`src/rtl/duck_hunt_pkg.sv`:
```
// -----------------------------------------------------------------------------
// duck_hunt_pkg
// Shared definitions for the duck-hunt control layer: default sprite geometry,
// ammunition and cooldown defaults, screen limits and the shot-controller
// state type.
// -----------------------------------------------------------------------------
package duck_hunt_pkg;

    localparam int DUCK_W_DEF          = 64;
    localparam int DUCK_H_DEF          = 64;
    localparam int AMMO_MAX_DEF        = 3;
    localparam int COOLDOWN_FRAMES_DEF = 8;

    localparam int X_POS_MAX = 1024;
    localparam int Y_POS_MAX = 600;

    typedef enum logic [2:0] {
        SHOT_IDLE     = 3'd0,
        SHOT_READY    = 3'd1,
        SHOT_EVAL     = 3'd2,
        SHOT_COOLDOWN = 3'd3,
        SHOT_EMPTY    = 3'd4
    } shot_state_t;

endpackage

```
`src/rtl/sync_edge.sv`:
```
// -----------------------------------------------------------------------------
// sync_edge
// Two-flop synchroniser for an asynchronous level followed by a rising-edge
// detector. The pulse is formed from flopped values only, so it carries no
// combinational path from din.
//
// Ports:
//   clk    in  1  system clock
//   rst    in  1  synchronous active-high reset
//   din    in  1  asynchronous level input
//   pulse  out 1  one-cycle pulse on each synchronised rising edge of din
// -----------------------------------------------------------------------------
module sync_edge (
    input  logic clk,
    input  logic rst,
    input  logic din,
    output logic pulse
);

    logic meta_p0;
    logic sync_p1;
    logic prev_p2;

    always_ff @(posedge clk) begin
        if (rst) begin
            meta_p0 <= 1'b0;
            sync_p1 <= 1'b0;
            prev_p2 <= 1'b0;
        end else begin
            meta_p0 <= din;
            sync_p1 <= meta_p0;
            prev_p2 <= sync_p1;
        end
    end

    assign pulse = sync_p1 & ~prev_p2;

endmodule

```
`src/rtl/ctl_shot.sv`:
```
// -----------------------------------------------------------------------------
// ctl_shot
// Shot controller for duck hunt. Synchronises the gun trigger, tests the aim
// point against the duck bounding box on each accepted press, and emits one
// registered hit or miss pulse per shot. Tracks ammunition per duck and,
// optionally, a saturating score.
//
// Build option:
//   CTL_SHOT_SCORE_EN  defined: 8-bit saturating score register is present.
//                      undefined: score is tied to 0.
//
// Ports:
//   clk         in  1   system clock
//   rst         in  1   synchronous active-high reset
//   new_frame   in  1   one-cycle pulse per video frame
//   game_start  in  1   one-cycle pulse, starts or restarts the game
//   trigger     in  1   raw asynchronous trigger level
//   aim_x/y     in  10  crosshair position
//   duck_x/y    in  10  duck top-left position
//   duck_show   in  1   duck visible (rising edge reloads ammo)
//   duck_hit    in  1   duck currently falling
//   hit         out 1   one-cycle pulse, shot landed
//   miss        out 1   one-cycle pulse, shot missed
//   shot_fired  out 1   one-cycle pulse per accepted shot
//   ammo        out 2   rounds remaining
//   score       out 8   ducks hit since game_start, saturating
// -----------------------------------------------------------------------------
module ctl_shot
    import duck_hunt_pkg::*;
#(
    parameter int DUCK_W          = DUCK_W_DEF,
    parameter int DUCK_H          = DUCK_H_DEF,
    parameter int AMMO_MAX        = AMMO_MAX_DEF,
    parameter int COOLDOWN_FRAMES = COOLDOWN_FRAMES_DEF
) (
    input  logic       clk,
    input  logic       rst,
    input  logic       new_frame,
    input  logic       game_start,
    input  logic       trigger,
    input  logic [9:0] aim_x,
    input  logic [9:0] aim_y,
    input  logic [9:0] duck_x,
    input  logic [9:0] duck_y,
    input  logic       duck_show,
    input  logic       duck_hit,
    output logic       hit,
    output logic       miss,
    output logic       shot_fired,
    output logic [1:0] ammo,
    output logic [7:0] score
);

    localparam logic [1:0]  AMMO_FULL = 2'(AMMO_MAX);
    localparam logic [3:0]  CD_LAST   = 4'(COOLDOWN_FRAMES - 1);
    localparam logic [10:0] BOX_W     = 11'(DUCK_W);
    localparam logic [10:0] BOX_H     = 11'(DUCK_H);

    shot_state_t state, state_nxt;
    logic [1:0]  ammo_q, ammo_nxt;
    logic [3:0]  cd_cnt, cd_cnt_nxt;
    logic        hit_q, hit_nxt;
    logic        miss_q, miss_nxt;
    logic        shot_q, shot_nxt;
    logic        latch_en;
    logic        score_inc;
    logic        score_clr;

    logic        trig_edge;
    logic        show_q;
    logic        reload;

    logic [9:0]  aim_x_p0, aim_y_p0, duck_x_p0, duck_y_p0;
    logic        in_box;

    sync_edge u_trig_sync (
        .clk   (clk),
        .rst   (rst),
        .din   (trigger),
        .pulse (trig_edge)
    );

    // A new duck appearing is what reloads the gun.
    assign reload = duck_show & ~show_q;

    // Stage p0: shot coordinates captured at acceptance
    always_ff @(posedge clk) begin
        if (latch_en) begin
            aim_x_p0  <= aim_x;
            aim_y_p0  <= aim_y;
            duck_x_p0 <= duck_x;
            duck_y_p0 <= duck_y;
        end
    end

    // Widened to 11 bits so a duck near the right/bottom edge does not wrap.
    always_comb begin
        logic [10:0] ax, ay, dx, dy;
        ax     = {1'b0, aim_x_p0};
        ay     = {1'b0, aim_y_p0};
        dx     = {1'b0, duck_x_p0};
        dy     = {1'b0, duck_y_p0};
        in_box = (ax >= dx) && (ax < dx + BOX_W) &&
                 (ay >= dy) && (ay < dy + BOX_H);
    end

    always_comb begin
        state_nxt  = state;
        ammo_nxt   = ammo_q;
        cd_cnt_nxt = cd_cnt;
        hit_nxt    = 1'b0;
        miss_nxt   = 1'b0;
        shot_nxt   = 1'b0;
        latch_en   = 1'b0;
        score_inc  = 1'b0;
        score_clr  = 1'b0;

        if (game_start) begin
            // Restart from anywhere; an in-flight evaluation is dropped.
            state_nxt  = SHOT_READY;
            ammo_nxt   = AMMO_FULL;
            cd_cnt_nxt = 4'd0;
            score_clr  = 1'b1;
        end else if (state != SHOT_IDLE) begin
            if (reload) begin
                ammo_nxt = AMMO_FULL;
            end
            case (state)
                SHOT_READY: begin
                    // A reload in the same cycle swallows the trigger edge.
                    if (!reload && trig_edge && duck_show && !duck_hit &&
                        (ammo_q != 2'd0)) begin
                        latch_en  = 1'b1;
                        ammo_nxt  = ammo_q - 2'd1;
                        shot_nxt  = 1'b1;
                        state_nxt = SHOT_EVAL;
                    end
                end
                SHOT_EVAL: begin
                    if (in_box) begin
                        hit_nxt   = 1'b1;
                        score_inc = 1'b1;
                    end else begin
                        miss_nxt  = 1'b1;
                    end
                    // Frames seen during this cycle are deliberately not counted.
                    cd_cnt_nxt = 4'd0;
                    state_nxt  = SHOT_COOLDOWN;
                end
                SHOT_COOLDOWN: begin
                    if (new_frame) begin
                        if (cd_cnt == CD_LAST) begin
                            cd_cnt_nxt = 4'd0;
                            state_nxt  = (ammo_nxt != 2'd0) ? SHOT_READY : SHOT_EMPTY;
                        end else begin
                            cd_cnt_nxt = cd_cnt + 4'd1;
                        end
                    end
                end
                SHOT_EMPTY: begin
                    if (reload) begin
                        state_nxt = SHOT_READY;
                    end
                end
                default: begin
                    state_nxt = SHOT_IDLE;
                end
            endcase
        end
    end

    always_ff @(posedge clk) begin
        if (rst) begin
            state  <= SHOT_IDLE;
            ammo_q <= AMMO_FULL;
            cd_cnt <= 4'd0;
            hit_q  <= 1'b0;
            miss_q <= 1'b0;
            shot_q <= 1'b0;
            show_q <= 1'b0;
        end else begin
            state  <= state_nxt;
            ammo_q <= ammo_nxt;
            cd_cnt <= cd_cnt_nxt;
            hit_q  <= hit_nxt;
            miss_q <= miss_nxt;
            shot_q <= shot_nxt;
            show_q <= duck_show;
        end
    end

    assign hit        = hit_q;
    assign miss       = miss_q;
    assign shot_fired = shot_q;
    assign ammo       = ammo_q;

`ifdef CTL_SHOT_SCORE_EN
    logic [7:0] score_q;

    function automatic logic [7:0] sat_inc8(input logic [7:0] v);
        return (v == 8'hFF) ? v : v + 8'd1;
    endfunction

    always_ff @(posedge clk) begin
        if (rst || score_clr) begin
            score_q <= 8'd0;
        end else if (score_inc) begin
            score_q <= sat_inc8(score_q);
        end
    end

    assign score = score_q;
`else
    logic score_unused;
    assign score_unused = score_inc | score_clr;
    assign score        = 8'd0;
`endif

endmodule

```
`config.mk`:
```
export PLATFORM = sky130hd
export DESIGN_NAME = ctl_shot
export DESIGN_NICKNAME = d
export VERILOG_FILES = /design/src/rtl/duck_hunt_pkg.sv /design/src/rtl/sync_edge.sv /design/src/rtl/ctl_shot.sv
export SDC_FILE = /design/constraint.sdc
export NUM_CORES = 1
export LEC_CHECK = 0
export BUFFER_PORTS_ARGS = -buffer_cell sky130_fd_sc_hd__buf_2
export CORE_UTILIZATION = 50
export CTS_BUF_LIST = sky130_fd_sc_hd__clkbuf_8 sky130_fd_sc_hd__clkbuf_16
export CTS_CLUSTER_SIZE = 40
export DETAILED_ROUTE_END_ITERATION = 10
export PLACE_DENSITY = 0.74
export SYNTH_ARGS = -nofsm -noshare
export SYNTH_HDL_FRONTEND = slang
export SYNTH_HIERARCHICAL = 1
export SYNTH_SLANG_ARGS = --single-unit
```
`constraint.sdc`:
```
create_clock -name clk -period 4.79 [get_ports clk]
set_clock_uncertainty 0.2 [all_clocks]
set_input_delay 0.7185 -clock clk [delete_from_list [all_inputs] [get_ports clk]]
set_output_delay 0.7185 -clock clk [all_outputs]
set_load 0.1 [all_outputs]
```
==> out/results.ini, run 1 <==
[cells_and_area]
layout_common_cells = 51 x buf_2, 40 x edfxtp_1, 32 x ha_1
layout-drive-gt1-share_pct = 24.3
layout_commonest_cell = buf_2
antenna_cells = 0
layout.nets = 374
area_delta_synth_final_pct = 13.9

[pwr]
ir_drop_uv = 163
pwr-share-clk_pct = 30.2
switching_share_pct = 22.9
p_comb_share_pct = 7.1
leakagePower_nw = 1.41
switchingPower_mw = 0.191
power.internal_mw = 0.642
p_per_area_nw_per_um2 = 259
p_seq_share_pct = 62.7

[routing]
route.detailed.drc = 0
post_drt_wl_per_cell_um = 12.7
dr.first_iter.drc_count = 83
via_count = 1910
vias_per_cell = 5.19
drtPass1Iterations = 4
drtAntennaViolNets = 0
routed_wirelength_um = 4680

[clock_network]
cts_max_path_buffers = 2
htreeDepth = 2
clk_pin_slew_worst_paths_ps = 100
clkLatencyLatePin_ps = 300
cts_sinks = 56
cts_resized = 0
cts_tree = done
post-cts-setup-buffers = 0
hold_buffers = 0
cts_root_buffer = clkbuf_8
numCtsBuffers = 5

[floorplan]
core.rowCount = 27
ios = 60
die_width_um = 77.2
die-area_sq_um = 5960
core_area_sq_um = 5470
die_y_um = 77.2
start_util_pct = 51.6

[placed_design]
place_congestion = 0.852
dp_slack_ps = 1780
dpl.hpwl_um = 3540
numPortBuffers = 51

[sta]
slew_headroom_pct = 28.4
fmax_mhz = 359
timing.final.crit_period_ps = 2790
setup_tns_ps = 0
fin_ws_ps = 2010
final_hold_viol_count = 0
setup_violations = 0
rsz0062_at_grt = false
fin_crit_sh_pct = 58.1
slew_viol_final = 0
tightestPinTransition_ps = 1070

[logic_synthesis]
muxShareOfSynthArea_pct = 0
synthFlopType = edfxtp_1
yosys.area_share.adder_pct = 14.2
synth-async-reset-ratio_pct = 0
seq_area_frac_synth_pct = 53.9
ys_seq_elements = 56
synth_simple_gate_area_share_pct = 12.3
synth_cell_types = 41
synth_top_family_by_area = adder cells
yosysWarnings = 6
synth_compound_area_share_pct = 12.2
synth_cells = 241
avgSynthCellArea_sq_um = 11.7
syn_area_sq_um = 2830
synth-xor-area-share_pct = 1.24
synth_edf_count = 40

[grt]
grt_pass1_wl_um = 7890
antenna_found_initial = 0
overflow = 0
grt_pass1_vias = 1854
grt.total_usage_pct = 17.0
grt_start_max_net_pins = 41

[critical_path]
path_delay_family = simple AND/OR/NAND/NOR gates
cp.required_ps = 4510
cp-end-kind = flip-flop
crit_chain = inv_1 -> ha_1 -> nor2_1 -> nand4_1 -> or3_1 -> nor2_4
reg2reg_from = ammo[0]
worstRegToRegCells = 6
worst_path_max_delay_cell = nor2_4
path_buf_inv = 1
path_class = flip-flop to flip-flop
r2r_end = duck_y_p0[9]
critPathMaxFanout = 40
crit_arrival_ps = 2510
slowest_delay_ps = 840
r2r_slack_ps = 2010
startpoint_type = flip-flop

[worst_hold_path]
hp-class = flip-flop to flip-flop
min_delay_worst_endpoint = u_trig_sync/sync_p1
min_from = u_trig_sync/meta_p0
hold_depth = 1

[flow_run]
max_cap_violations = 0

[outcome]
run_status = finished clean

-- through the flow --
| stage | utilization, % | std cells | power [mW] | area, sq um | hold WS, ps |
|---|---|---|---|---|---|
| final | 58.8 | 368 | 0.833 | 3220 | 248 |
| after global routing | 58.8 | 368 | 0.865 | 3220 | 284 |
| after CTS | 58.8 | 368 | 0.843 | 3220 | 254 |
| after detailed placement | 57.2 | 360 | 0.592 | 3130 | 229 |
| after global placement | 57.2 | 360 | 0.592 | 3130 | 217 |
| after floorplan | - | 248 | 0.576 | 2850 | 214 |
-- kinds of logic after synthesis --
kind of cell,after synthesis
AO/OA/AOI/OAI,50
XOR/XNOR,4
AND/OR/NAND/NOR,61
buffers and inverters,37
other,1
flip-flops,56
adder cells (fa/ha/maj),32
-- cell type report --
type | count | area, sq um
sequential | 56 | 1520
timing repair buffer | 51 | 255
fill | 487 | 2260
clock inverter | 3 | 18.8
inverter | 26 | 97.6
multi-input combinational | 155 | 1160
tap | 72 | 90.1
clock buffer | 5 | 68.8
-- power by group through the flow --
| stage | registers (mW) | logic, mW | clock network (mW) |
|---|---|---|---|
| 2_1_floorplan | 0.532 | 0.0436 | 0 |
| 3_3_place_gp | 0.534 | 0.0585 | 0 |
| 3_5_place_dp | 0.534 | 0.0586 | 0 |
| 4_1_cts | 0.523 | 0.0589 | 0.261 |
| 5_1_grt | 0.523 | 0.0630 | 0.279 |
| 6_report | 0.523 | 0.0589 | 0.251 |
-- cells in the mapped netlist (2+ instances only) --
cell type	instances	area, sq um
buf_4	9	67.6
nand3_1	6	30.0
o21a_1	3	22.5
or2_2	2	12.5
nand2_1	4	15.0
xnor2_1	4	35.0
a221oi_1	2	17.5
nor3_1	3	15.0
nor2_1	15	56.3
a211o_1	3	26.3
nand2b_1	4	25.0
edfxtp_1	40	1200
a21oi_1	16	80.1
clkbuf_1	2	7.51
inv_1	26	97.6
nand3b_1	3	22.5
nor2b_1	10	62.6
or3_1	3	18.8
a21o_1	4	30.0
o2111ai_1	2	17.5
a211oi_1	2	15.0
dfxtp_1	16	320
and3_2	2	15.0
a21o_2	3	26.3
ha_1	32	400
nand4_1	3	18.8
o21ai_0	8	40.0
-- registers in the layout, summed over array words and instances (netlist names) --
signal,flops
hit,1
aim_y_p0,10
aim_x_p0,10
cd_cnt,4
duck_x_p0,10
state,3
u_trig_sync/sync_p1,1
shot_fired,1
ammo,2
u_trig_sync/prev_p2,1
u_trig_sync/meta_p0,1
duck_y_p0,10
show_q,1
miss,1
-- per-layer routing --
metal / vias up / GRT usage, % / wire length, um
met5: - / 0 / 0
met2: 57 / 29.9 / 2330
met4: 0 / 4.34 / 31
met1: 884 / 19.8 / 2030
li1: 965 / - / -
met3: 4 / 5.36 / 291
-- how the worst max path moves through the flow --
| stage | from | endpoint | cells after the start |
|---|---|---|---|
| after global placement | duck_hit | aim_y_p0[7] | 5 |
| after detailed placement | duck_hit | duck_y_p0[6] | 5 |
| final | ammo[0] | duck_y_p0[9] | 6 |
| after CTS | ammo[0] | duck_y_p0[6] | 6 |
| after global routing | ammo[0] | aim_y_p0[1] | 6 |
| after floorplan | ammo[0] | aim_x_p0[0] | 6 |
Power figures use the tool's default switching activity.
==> run 2: changes to the inputs <==
- CORE_UTILIZATION: 50 -> 49
- PLACE_DENSITY: 0.74 -> 0.76
- clock period: 4.79 -> 2.3 ns (I/O delays scaled with it)
==> run 2 against run 1 <==
Net effect:
- the flow now finishes with violations (negative setup slack)
- non-clock buffer count grew 34
- power grew 130%
- hold slack lost 240 ps
- sequential power rose by 110%
- clock power rose to 2.6 times the previous value
- first-iteration DRC count decreased by 24%
- cell count rose by 9.2%
- setup slack worse by 2100 ps
- sequential share of layout area fell by 5.1 points
- wire length rose by 15%
- fmax increased by 14%
- combinational power grew to 2.7 times the previous value
==> out/results.ini, run 2 (synthesis gave the netlist of run 1 again) <==
[grt]
grt_pass1_vias = 2064  ; was 1854
grt.total_usage_pct = 19.0  ; was 17.0%
overflow = 0  ; unchanged
grt_pass1_wl_um = 8810  ; was 7890 um
grt_start_max_net_pins = 23  ; was 41
antenna_found_initial = 0  ; unchanged

[placed_design]
numPortBuffers = 51  ; unchanged
dp_cells = 367  ; was 360
dpl.hpwl_um = 3670  ; was 3540 um
place_congestion = 0.855  ; was 0.852

[routing]
via_count = 2064  ; was 1910
drtAntennaViolNets = 0  ; unchanged
vias_per_cell = 5.13  ; was 5.19
dr.first_iter.drc_count = 63  ; was 83
post_drt_wl_per_cell_um = 13.4  ; was 12.7 um
routed_wirelength_um = 5370  ; was 4680 um
route.detailed.drc = 0  ; unchanged
drtPass1Iterations = 4  ; unchanged

[cells_and_area]
layout_common_cells = 51 x buf_2, 40 x edfxtp_1, 29 x ha_1  ; was 51 x buf_2, 40 x edfxtp_1, 32 x ha_1
layout-drive-gt1-share_pct = 27.9  ; was 24.3%
layout.nets = 408  ; was 374
layout_commonest_cell = buf_2  ; unchanged
final_cells = 402  ; was 368
area_delta_synth_final_pct = 28.1  ; was 13.9%
fin_util_pct = 65.3  ; was 58.8%
antenna_cells = 0  ; unchanged

[floorplan]
die_y_um = 77.9  ; was 77.2 um
core.rowCount = 27  ; unchanged
ios = 60  ; unchanged
die_width_um = 77.9  ; was 77.2 um
die-area_sq_um = 6070  ; was 5960 sq um
core_area_sq_um = 5540  ; was 5470 sq um
start_util_pct = 51.0  ; was 51.6%

[critical_path]
crit_arrival_ps = 2450  ; was 2510 ps
cp-end-kind = flip-flop  ; unchanged
startpoint_type = flip-flop  ; unchanged
critPathMaxFanout = 2  ; was 40
cp.required_ps = 2310  ; was 4510 ps
path_class = flip-flop to flip-flop  ; unchanged

[sta]
final_hold_viol_count = 0  ; unchanged
fin_crit_sh_pct = 106  ; was 58.1%
tightestPinTransition_ps = 515  ; was 1070 ps
fmax_mhz = 410  ; was 359 MHz
timing.final.crit_period_ps = 2440  ; was 2790 ps
setup_violations = 2  ; was 0
fin_ws_ps = -137  ; was 2010 ps
slew_viol_final = 0  ; unchanged
slew_headroom_pct = 65.9  ; was 28.4%
rsz0062_at_grt = true  ; was false

[flow_run]
max_cap_violations = 0  ; unchanged

[clock_network]
cts_tree = done  ; unchanged
clk_pin_slew_worst_paths_ps = 100  ; about the same
cts_sinks = 56  ; unchanged
cts_max_path_buffers = 2  ; unchanged
clkLatencyLatePin_ps = 310  ; was 300 ps
cts_root_buffer = clkbuf_8  ; unchanged
numCtsBuffers = 5  ; unchanged
htreeDepth = 2  ; unchanged

[outcome]
run_status = finished with violations  ; was finished clean
violations = negative setup slack

[pwr]
leakagePower_nw = 1.57  ; was 1.41 nW
p_per_area_nw_per_um2 = 523  ; was 259 nW/um^2
finalPower_mw = 1.89  ; was 0.833 mW
ir_drop_uv = 313  ; was 163 uV

[worst_hold_path]
hp-class = input port to flip-flop  ; was flip-flop to flip-flop

-- run 2: metrics by stage --
| step | cell area [sq um] | setup WS (ps) | TNS [ps] | hold WS [ps] |
|---|---|---|---|---|
| 6_report | 3620 | -137 | -230 | 8.42 |
| 3_5_place_dp | 3230 | -68.9 | -73.0 | 230 |
| 5_1_grt | 3620 | -206 | -373 | 1.60 |
| 4_1_cts | 3580 | -106 | -182 | 0.152 |
| 3_3_place_gp | 3230 | -44.5 | -49.2 | 218 |
| 2_1_floorplan | 2880 | -249 | -10010 | 214 |
-- run 2: cell type report --
class	instances	area, sq um
tap	72	90.1
clock inverter	3	42.5
sequential	56	1530
clock buffer	5	68.8
multi-input combinational	155	1190
fill	444	1920
timing repair buffer	85	601
inverter	26	97.6
-- run 2: power by group --
part | internal [mW] | switching (mW)
Clock | 0.325 | 0.325
Combinational | 0.0677 | 0.0914
Sequential | 1.08 | 0.00565
Total | 1.47 | 0.422
-- run 2: repair_timing --
item | CTS | global route
resized for setup | 0 | 3
pin swaps | 1 | 0
hold buffers | 23 | 3
endpoints found under the hold margin | 23 | 3
setup endpoints to repair | 2 | 2
setup buffers | 1 | 0
-- run 2: critical path, stage by stage, from the launching register on --
cell	delay, ps
edfxtp_1	420
ha_2	230
xnor2_1	120
ha_1	290
a21o_1	180
a21oi_2	140
o221ai_1	120
or4_4	510
nor2b_4	140
-- run 2: path summary, 6_finish.rpt --
kind | from | to | slack [ps] | cells past startpoint
hold reg to reg | u_trig_sync/meta_p0 | u_trig_sync/sync_p1 | 250 | 1
setup reg to reg | duck_y_p0[6] | miss | -140 | 8
setup / recovery | duck_y_p0[6] | miss | -140 | 8
hold / removal | duck_y[8] | duck_y_p0[8] | 8 | 1
-- run 2: metal layers --
layer	up-vias	track usage, %	routed length, um
met1	970	21.2	2310
li1	1036	-	-
met2	47	33.6	2670
met4	0	9.26	116
met3	11	4.82	275
met5	-	0	0
